===== config.mk =====
export PLATFORM = sky130hd
export DESIGN_NAME = pkt_unpacker_flat
export DESIGN_NICKNAME = d
export VERILOG_FILES = /design/src/rtl/topk_pkg.sv /design/src/rtl/pkt_unpacker_if.sv /design/src/rtl/pkt_unpacker.sv /design/src/flat_wrapper.sv
export SDC_FILE = /design/constraint.sdc
export NUM_CORES = 1
export LEC_CHECK = 0
export CAP_MARGIN = 20
export CORE_AREA = 4 4 250 252
export DETAILED_ROUTE_END_ITERATION = 16
export DIE_AREA = 0 0 254 256
export GPL_ROUTABILITY_DRIVEN = 1
export PLACE_DENSITY = 0.7
export SLEW_MARGIN = 20
export SYNTH_ARGS = -nofsm -noshare
export SYNTH_HDL_FRONTEND = slang
export SYNTH_SLANG_ARGS = --single-unit

===== constraint.sdc =====
create_clock -name clk -period 2.7 [get_ports clk]
set_input_delay 0.54 -clock clk [delete_from_list [all_inputs] [get_ports clk]]
set_output_delay 0.54 -clock clk [all_outputs]
set_load 0.02 [all_outputs]

===== src/rtl/topk_pkg.sv =====
// Shared constants, field offsets and FSM encoding for the top-k front end.
package topk_pkg;
    localparam int META_W       = 88;
    localparam int DATA_W       = 512;
    localparam int ELEM_W       = 32;
    localparam int LANES        = DATA_W / ELEM_W;
    localparam int LANE_W       = $clog2(LANES);
    localparam int PKT_W        = META_W + 1 + DATA_W;
    localparam int LEN_W        = 16;
    localparam int SESS_W       = 16;
    localparam int META_LEN_HI  = 31;
    localparam int META_LEN_LO  = 16;
    localparam int META_SESS_HI = 15;
    localparam int TLAST_BIT    = 512;
    localparam int META_LSB     = TLAST_BIT + 1;

    typedef enum logic [1:0] {
        IDLE = 2'd0,
        EMIT = 2'd1,
        SKIP = 2'd2
    } unpack_state_e;

    // A message length must be non-zero and a whole number of elements.
    function automatic logic len_bad(input logic [LEN_W-1:0] len);
        return (len == '0) || (len[1:0] != 2'b00);
    endfunction
endpackage


===== src/rtl/pkt_unpacker_if.sv =====
// Beat input stream and element output stream of the unpacker.
interface pkt_unpacker_if;
    import topk_pkg::*;

    logic [PKT_W-1:0]  s_axis_pkt_TDATA;
    logic              s_axis_pkt_TVALID;
    logic              s_axis_pkt_TREADY;
    logic [ELEM_W-1:0] m_axis_elem_TDATA;
    logic [SESS_W-1:0] m_axis_elem_TUSER;
    logic              m_axis_elem_TLAST;
    logic              m_axis_elem_TVALID;
    logic              m_axis_elem_TREADY;

    modport master (
        output s_axis_pkt_TDATA, s_axis_pkt_TVALID, m_axis_elem_TREADY,
        input  s_axis_pkt_TREADY, m_axis_elem_TDATA, m_axis_elem_TUSER,
        input  m_axis_elem_TLAST, m_axis_elem_TVALID
    );

    modport slave (
        input  s_axis_pkt_TDATA, s_axis_pkt_TVALID, m_axis_elem_TREADY,
        output s_axis_pkt_TREADY, m_axis_elem_TDATA, m_axis_elem_TUSER,
        output m_axis_elem_TLAST, m_axis_elem_TVALID
    );
endinterface


===== src/rtl/pkt_unpacker.sv =====
// Serialises 512b beats into 32b session-tagged elements, one per cycle; element 0 valid 1 cycle after accept.
// Next beat is taken in the last-element cycle only when downstream is ready. PKT_UNPACK_STATS_EN adds counters.
module pkt_unpacker
    import topk_pkg::*;
(
    input  logic          clk,
    input  logic          rst,
    pkt_unpacker_if.slave bus,
    output logic          len_err
`ifdef PKT_UNPACK_STATS_EN
    ,
    output logic [31:0]   stat_msgs,
    output logic [31:0]   stat_elems,
    output logic [15:0]   stat_errs
`endif
);

    unpack_state_e     state_q, state_nxt;
    logic [DATA_W-1:0] beat_q;
    logic              beat_last_q;
    logic [LANE_W-1:0] lane_q;
    logic [LEN_W-1:0]  bytes_left_q;
    logic [SESS_W-1:0] session_q;
    logic              first_beat_q;

    logic in_rdy, in_fire, elem_vld, elem_fire, elem_last;
    logic msg_end, lane_last, beat_end, overrun, underrun, discard, bad_len, load, err_nxt;

    wire              in_tlast = bus.s_axis_pkt_TDATA[TLAST_BIT];
    wire [LEN_W-1:0]  in_len   = bus.s_axis_pkt_TDATA[META_LSB+META_LEN_HI : META_LSB+META_LEN_LO];
    wire [SESS_W-1:0] in_sess  = bus.s_axis_pkt_TDATA[META_LSB+META_SESS_HI : META_LSB];
    wire              unused_meta_bits = ^bus.s_axis_pkt_TDATA[PKT_W-1 : META_LSB+META_LEN_HI+1];

    always_comb begin
        msg_end   = (bytes_left_q == LEN_W'(4));
        lane_last = (lane_q == LANE_W'(LANES - 1));
        beat_end  = lane_last || msg_end;
        elem_vld  = (state_q == EMIT) && !rst;
        elem_fire = elem_vld && bus.m_axis_elem_TREADY;
        elem_last = elem_vld && (msg_end || (lane_last && beat_last_q));
        in_rdy    = !rst && ((state_q != EMIT) || (beat_end && bus.m_axis_elem_TREADY));
        in_fire   = in_rdy && bus.s_axis_pkt_TVALID;
        // Byte count ran out on a beat without tlast: the rest of the message is junk.
        overrun   = elem_fire && msg_end && !beat_last_q;
        underrun  = elem_fire && lane_last && beat_last_q && !msg_end;
        discard   = (state_q == SKIP) || overrun;
        bad_len   = first_beat_q && len_bad(in_len);
        load      = in_fire && !discard && !bad_len;
        err_nxt   = overrun || underrun || (in_fire && !discard && bad_len);
    end

    always_ff @(posedge clk) begin
        if (rst) state_q <= IDLE;
        else     state_q <= state_nxt;
    end

    always_comb begin
        state_nxt = state_q;
        case (state_q)
            IDLE, SKIP: begin
                if (in_fire) state_nxt = load ? EMIT : (in_tlast ? IDLE : SKIP);
            end
            EMIT: begin
                if (in_fire)                    state_nxt = load ? EMIT : (in_tlast ? IDLE : SKIP);
                else if (elem_fire && beat_end) state_nxt = overrun ? SKIP : IDLE;
            end
            default: state_nxt = IDLE;
        endcase
    end

    always_comb begin
        bus.s_axis_pkt_TREADY  = in_rdy;
        bus.m_axis_elem_TVALID = elem_vld;
        bus.m_axis_elem_TLAST  = elem_last;
        bus.m_axis_elem_TDATA  = beat_q[lane_q * ELEM_W +: ELEM_W];
        bus.m_axis_elem_TUSER  = session_q;
    end

    always_ff @(posedge clk) begin
        if (rst) begin
            beat_q       <= '0;
            beat_last_q  <= 1'b0;
            lane_q       <= '0;
            bytes_left_q <= '0;
            session_q    <= '0;
            first_beat_q <= 1'b1;
            len_err      <= 1'b0;
        end else begin
            len_err <= err_nxt;
            if (in_fire) first_beat_q <= in_tlast;
            if (elem_fire) begin
                if (!beat_end) lane_q <= lane_q + LANE_W'(1);
                // A tlast beat closes the message even if bytes remain.
                bytes_left_q <= (beat_end && beat_last_q) ? '0 : bytes_left_q - LEN_W'(4);
            end
            // Loading a chained beat overrides the end-of-beat update above.
            if (load) begin
                beat_q      <= bus.s_axis_pkt_TDATA[DATA_W-1:0];
                beat_last_q <= in_tlast;
                lane_q      <= '0;
                if (first_beat_q) begin
                    bytes_left_q <= in_len;
                    session_q    <= in_sess;
                end
            end
        end
    end

`ifdef PKT_UNPACK_STATS_EN
    always_ff @(posedge clk) begin
        if (rst) begin
            stat_msgs  <= '0;
            stat_elems <= '0;
            stat_errs  <= '0;
        end else begin
            if (elem_fire && elem_last) stat_msgs <= stat_msgs + 32'd1;
            if (elem_fire)              stat_elems <= stat_elems + 32'd1;
            if (err_nxt)                stat_errs <= stat_errs + 16'd1;
        end
    end
`endif

endmodule


===== src/flat_wrapper.sv =====
// flat-port wrapper written by rule: the top's interface ports become plain ports
module pkt_unpacker_flat import topk_pkg::*;
  (clk, rst, len_err, bus_s_axis_pkt_TDATA, bus_s_axis_pkt_TVALID, bus_m_axis_elem_TREADY, bus_s_axis_pkt_TREADY, bus_m_axis_elem_TDATA, bus_m_axis_elem_TUSER, bus_m_axis_elem_TLAST, bus_m_axis_elem_TVALID);
  pkt_unpacker_if bus_i ();
  input  logic clk;
  input  logic rst;
  output logic len_err;
  input wire logic [$bits(bus_i.s_axis_pkt_TDATA)-1:0] bus_s_axis_pkt_TDATA;
  input wire logic [$bits(bus_i.s_axis_pkt_TVALID)-1:0] bus_s_axis_pkt_TVALID;
  input wire logic [$bits(bus_i.m_axis_elem_TREADY)-1:0] bus_m_axis_elem_TREADY;
  output wire logic [$bits(bus_i.s_axis_pkt_TREADY)-1:0] bus_s_axis_pkt_TREADY;
  output wire logic [$bits(bus_i.m_axis_elem_TDATA)-1:0] bus_m_axis_elem_TDATA;
  output wire logic [$bits(bus_i.m_axis_elem_TUSER)-1:0] bus_m_axis_elem_TUSER;
  output wire logic [$bits(bus_i.m_axis_elem_TLAST)-1:0] bus_m_axis_elem_TLAST;
  output wire logic [$bits(bus_i.m_axis_elem_TVALID)-1:0] bus_m_axis_elem_TVALID;
  assign bus_i.s_axis_pkt_TDATA = bus_s_axis_pkt_TDATA;
  assign bus_i.s_axis_pkt_TVALID = bus_s_axis_pkt_TVALID;
  assign bus_i.m_axis_elem_TREADY = bus_m_axis_elem_TREADY;
  assign bus_s_axis_pkt_TREADY = bus_i.s_axis_pkt_TREADY;
  assign bus_m_axis_elem_TDATA = bus_i.m_axis_elem_TDATA;
  assign bus_m_axis_elem_TUSER = bus_i.m_axis_elem_TUSER;
  assign bus_m_axis_elem_TLAST = bus_i.m_axis_elem_TLAST;
  assign bus_m_axis_elem_TVALID = bus_i.m_axis_elem_TVALID;
  pkt_unpacker u_core (.clk(clk), .rst(rst), .bus(bus_i), .len_err(len_err));
endmodule

==> flow_summary.toml <==
[outcome]
status = "complete, but fails checks"
violations = "setup timing"

[clock_network]
root_buffer = "clkbuf_16"
tritoncts = "yes"
cts_made_buffers = 58
htreeDepth = 2
clockBufferDepth = 3
clock_sinks = 553
path_clk_slew_ns = 0.06
clkLatencyLatePin_ns = 0.64

[cells_and_area]
areaGrowthSynthToFinish_pct = 56.9
drive_above_1_share_pct = 27.4
nets = 3934

[pwr]
p_int_w = 0.0153
seqPwrFrac_pct = 42.7
swShare_pct = 25.0
leakage_nw = 12.5
combPwrFrac_pct = 15.2
p_per_area_nw_per_um2 = 554
p_clk_share_pct = 42.1
peakVddDrop_mv = 0.515
p_sw_w = 0.00509
fin_total_pwr_w = 0.0204

[setup_path]
slowest_stage = "mux4_2"
worstPathArrival_ns = 2.71
critical_path_class = "reg -> out"
reg2reg_depth = 11
reg2reg_from = "u_core.bytes_left_q[10]"
r2r_slack_ns = -0.10
start_kind = "register"
worst-endpoint-required_ns = 2.16
worst-path-stages = 6
crit_buf_inv = 4
cp_max_fo = 8
r2r_end = "u_core.beat_q[306]"
cp_slowest_stage_delay_ns = 0.59
path_cells = "buf_12, buf_8, buf_6, mux4_2, mux4_2, buf_6"
crit_family = "multiplexers"
cp-end-kind = "output pin"

[synthesis]
synth_cell_types = 50
synth_top_family_by_area = "simple AND/OR/NAND/NOR gates"
synth_area_per_cell_um2 = 8.80
yosys.area.top_type = "dfxtp_1"
synthMuxAreaShare_pct = 15.5
synthXorXnorAreaFrac_pct = 0.412
netlist_top_cells_count = "nand2_1, dfxtp_1, a21oi_1"
synthAdderAreaFrac_pct = 0.160
synth_compound_area_share_pct = 12.7
synth_most_common_cell = "nand2_1"
synth_largest_type_area_fraction_pct = 47.3
ys_ff_latch = 553
synth_edf_count = 0
yosys_warnings = 0
synth_flop_cell = "dfxtp_1"
synthArstFlopShare_pct = 0
syn_inst = 2662
yosys-top-cells-area = "dfxtp_1, nand2_1, mux4_2"
syn_nets = 3270
synth_area_um2 = 23400
seq_area_frac_synth_pct = 47.3
synth-simple-area-share_pct = 18.8

[die]
ios = 657
core_um2 = 60100
die_width_um = 254
dieArea_um2 = 65000
rows = 90
die_h_um = 256
initial_utilization_pct = 38.9

[global_routing]
grt_start_max_net_pins = 196
globalRouteOverflowTotal = 0
grt_pass1_vias = 21300
antenna_found_initial = 31
grt_usage_pct = 26.3
grt_pass1_wl_mm = 131

[drt]
dr.pass1.iters = 7
initialDrtViolationCount = 1760
vias = 22700
wl_mm = 98.6
wl_per_cell_um = 23.7
drc = 0
vias_per_cell = 5.45
ant_nets = 0

[sta]
period_share_pct = 120
slew_headroom_pct = 8.50
setup_ws_ns = -0.553
period_needed_ns = 3.25
tightest_slew_ns = 1.37
slew_violations = 0
skew_ns = 0.0334
hold_violations = 0
timing.fmax_ghz = 0.307
setup_violations = 51
rsz0062_at_grt = "yes"

[placed_design]
numPortBuffers = 600
place.gp.congestion = 0.861
dpl_worst_slack_ns = -0.565
dp_hpwl_mm = 65.8

[worst_hold_path]
hold_start = "rst"
hold_end = "u_core.beat_q[94]"
hold_depth = 2
hp-class = "in -> reg"

[flow_run]
maxCapViolations = 0
logic make-up (layout without fill, tap and decap cells):
kind of cell | Yosys count | count (layout)
mux | 163 | 163
xor+xnor | 11 | 11
simple gates | 1137 | 1137
fa+ha+maj | 3 | 3
compound gates | 569 | 569
buf+inv | 226 | 933
other cells | 0 | 18
flops | 553 | 553
worst max-delay path by stage:
stage / slack [ns] / start / to
after CTS: -0.60 / u_core.lane_q[0] / bus_m_axis_elem_TDATA[0]
after global placement: -0.54 / bus_s_axis_pkt_TDATA[532] / u_core.beat_q[212]
after detailed placement: -0.57 / bus_s_axis_pkt_TDATA[532] / u_core.beat_q[104]
final: -0.55 / u_core.lane_q[0] / bus_m_axis_elem_TDATA[0]
after floorplan: 0.09 / u_core.lane_q[0] / bus_m_axis_elem_TDATA[11]
after global routing: -0.63 / u_core.lane_q[0] / bus_m_axis_elem_TDATA[0]
layout make-up:
class                           count  area [um2]
Clock buffer                       80        1640
Clock inverter                     23         369
Fill cell                        4877       23400
Inverter                            8        30.0
Antenna cell                       18        45.0
Multi-Input combinational cell   1883       13000
Tap cell                          782         978
Sequential cell                   553       11100
Timing Repair Buffer              822        9580
placed cells by master, fill, tap and decap left out, types with 8 or more instances in the layout:
cell	count
clkbuf_8	11
bufinv_16	9
mux4_2	160
a21oi_2	215
clkinv_2	8
buf_16	26
buf_12	39
buf_6	57
buf_4	83
o21ai_0	8
nor3_1	20
nand2_2	67
nand2_1	893
a21oi_1	319
dfxtp_1	547
diode_2	18
clkdlybuf4s50_1	565
clkbuf_1	11
buf_8	14
nand2_4	109
clkbuf_16	96
nor2_1	18
per-layer routing:
metal  routed length, um  share of wire [%]  GRT usage (%)
met5                  78              0.079              0
met2               48200                 49           43.6
met1               38000                 39           34.1
met3                8580                8.7           5.76
met4                3770                3.8           8.96
registers in the layout (all words and copies together) (netlist names):
signal,count
u_core.beat_last_q,1
u_core.len_err,1
u_core.beat_q,512
u_core.first_beat_q,1
u_core.lane_q,4
u_core.bytes_left_q,16
u_core.state_q,2
u_core.bus.m_axis_elem_TUSER,16
power groups by stage:
stage,Clock (W),Combinational [W],Sequential [W]
after floorplan,0,0.00109,0.00877
after global placement,0,0.00239,0.00880
after detailed placement,0,0.00241,0.00881
after CTS,0.00865,0.00258,0.00864
after global routing,0.00896,0.00327,0.00871
final,0.00857,0.00310,0.00869
through the flow:
stage / TNS [ns] / area [um2] / hold WS (ns) / util (%) / cells
after floorplan: 0 / 23400 / 0.408 / - / 2662
after global routing: -27.06 / 36700 / 0.172 / 61.1 / 4166
final: -16.33 / 36700 / 0.186 / 61.1 / 4169
after CTS: -19.83 / 33500 / 0.136 / 55.7 / 4096
after detailed placement: -252.54 / 30700 / 0.422 / 51.0 / 3963
after global placement: -233.01 / 30700 / 0.417 / 51.0 / 3963
worst reg2reg max path, delay by kind of cell, from the launching register on:
family,cells,cell delay (ns)
AO/OA/AOI/OAI,3,0.64
flip-flops,1,0.32
AND/OR/NAND/NOR,3,0.80
buffers and inverters,5,0.92
what timing repair did:
action                                 4_1_cts  5_1_grt
pin swaps                                    6      334
endpoints found under the hold margin        0        0
setup buffers                               16       14
setup endpoints to repair                   78      572
gates resized for setup                    220      574
cloned                                      14       45
hold buffers                                 0        0
Note: power is estimated with default switching activity, not from simulation.
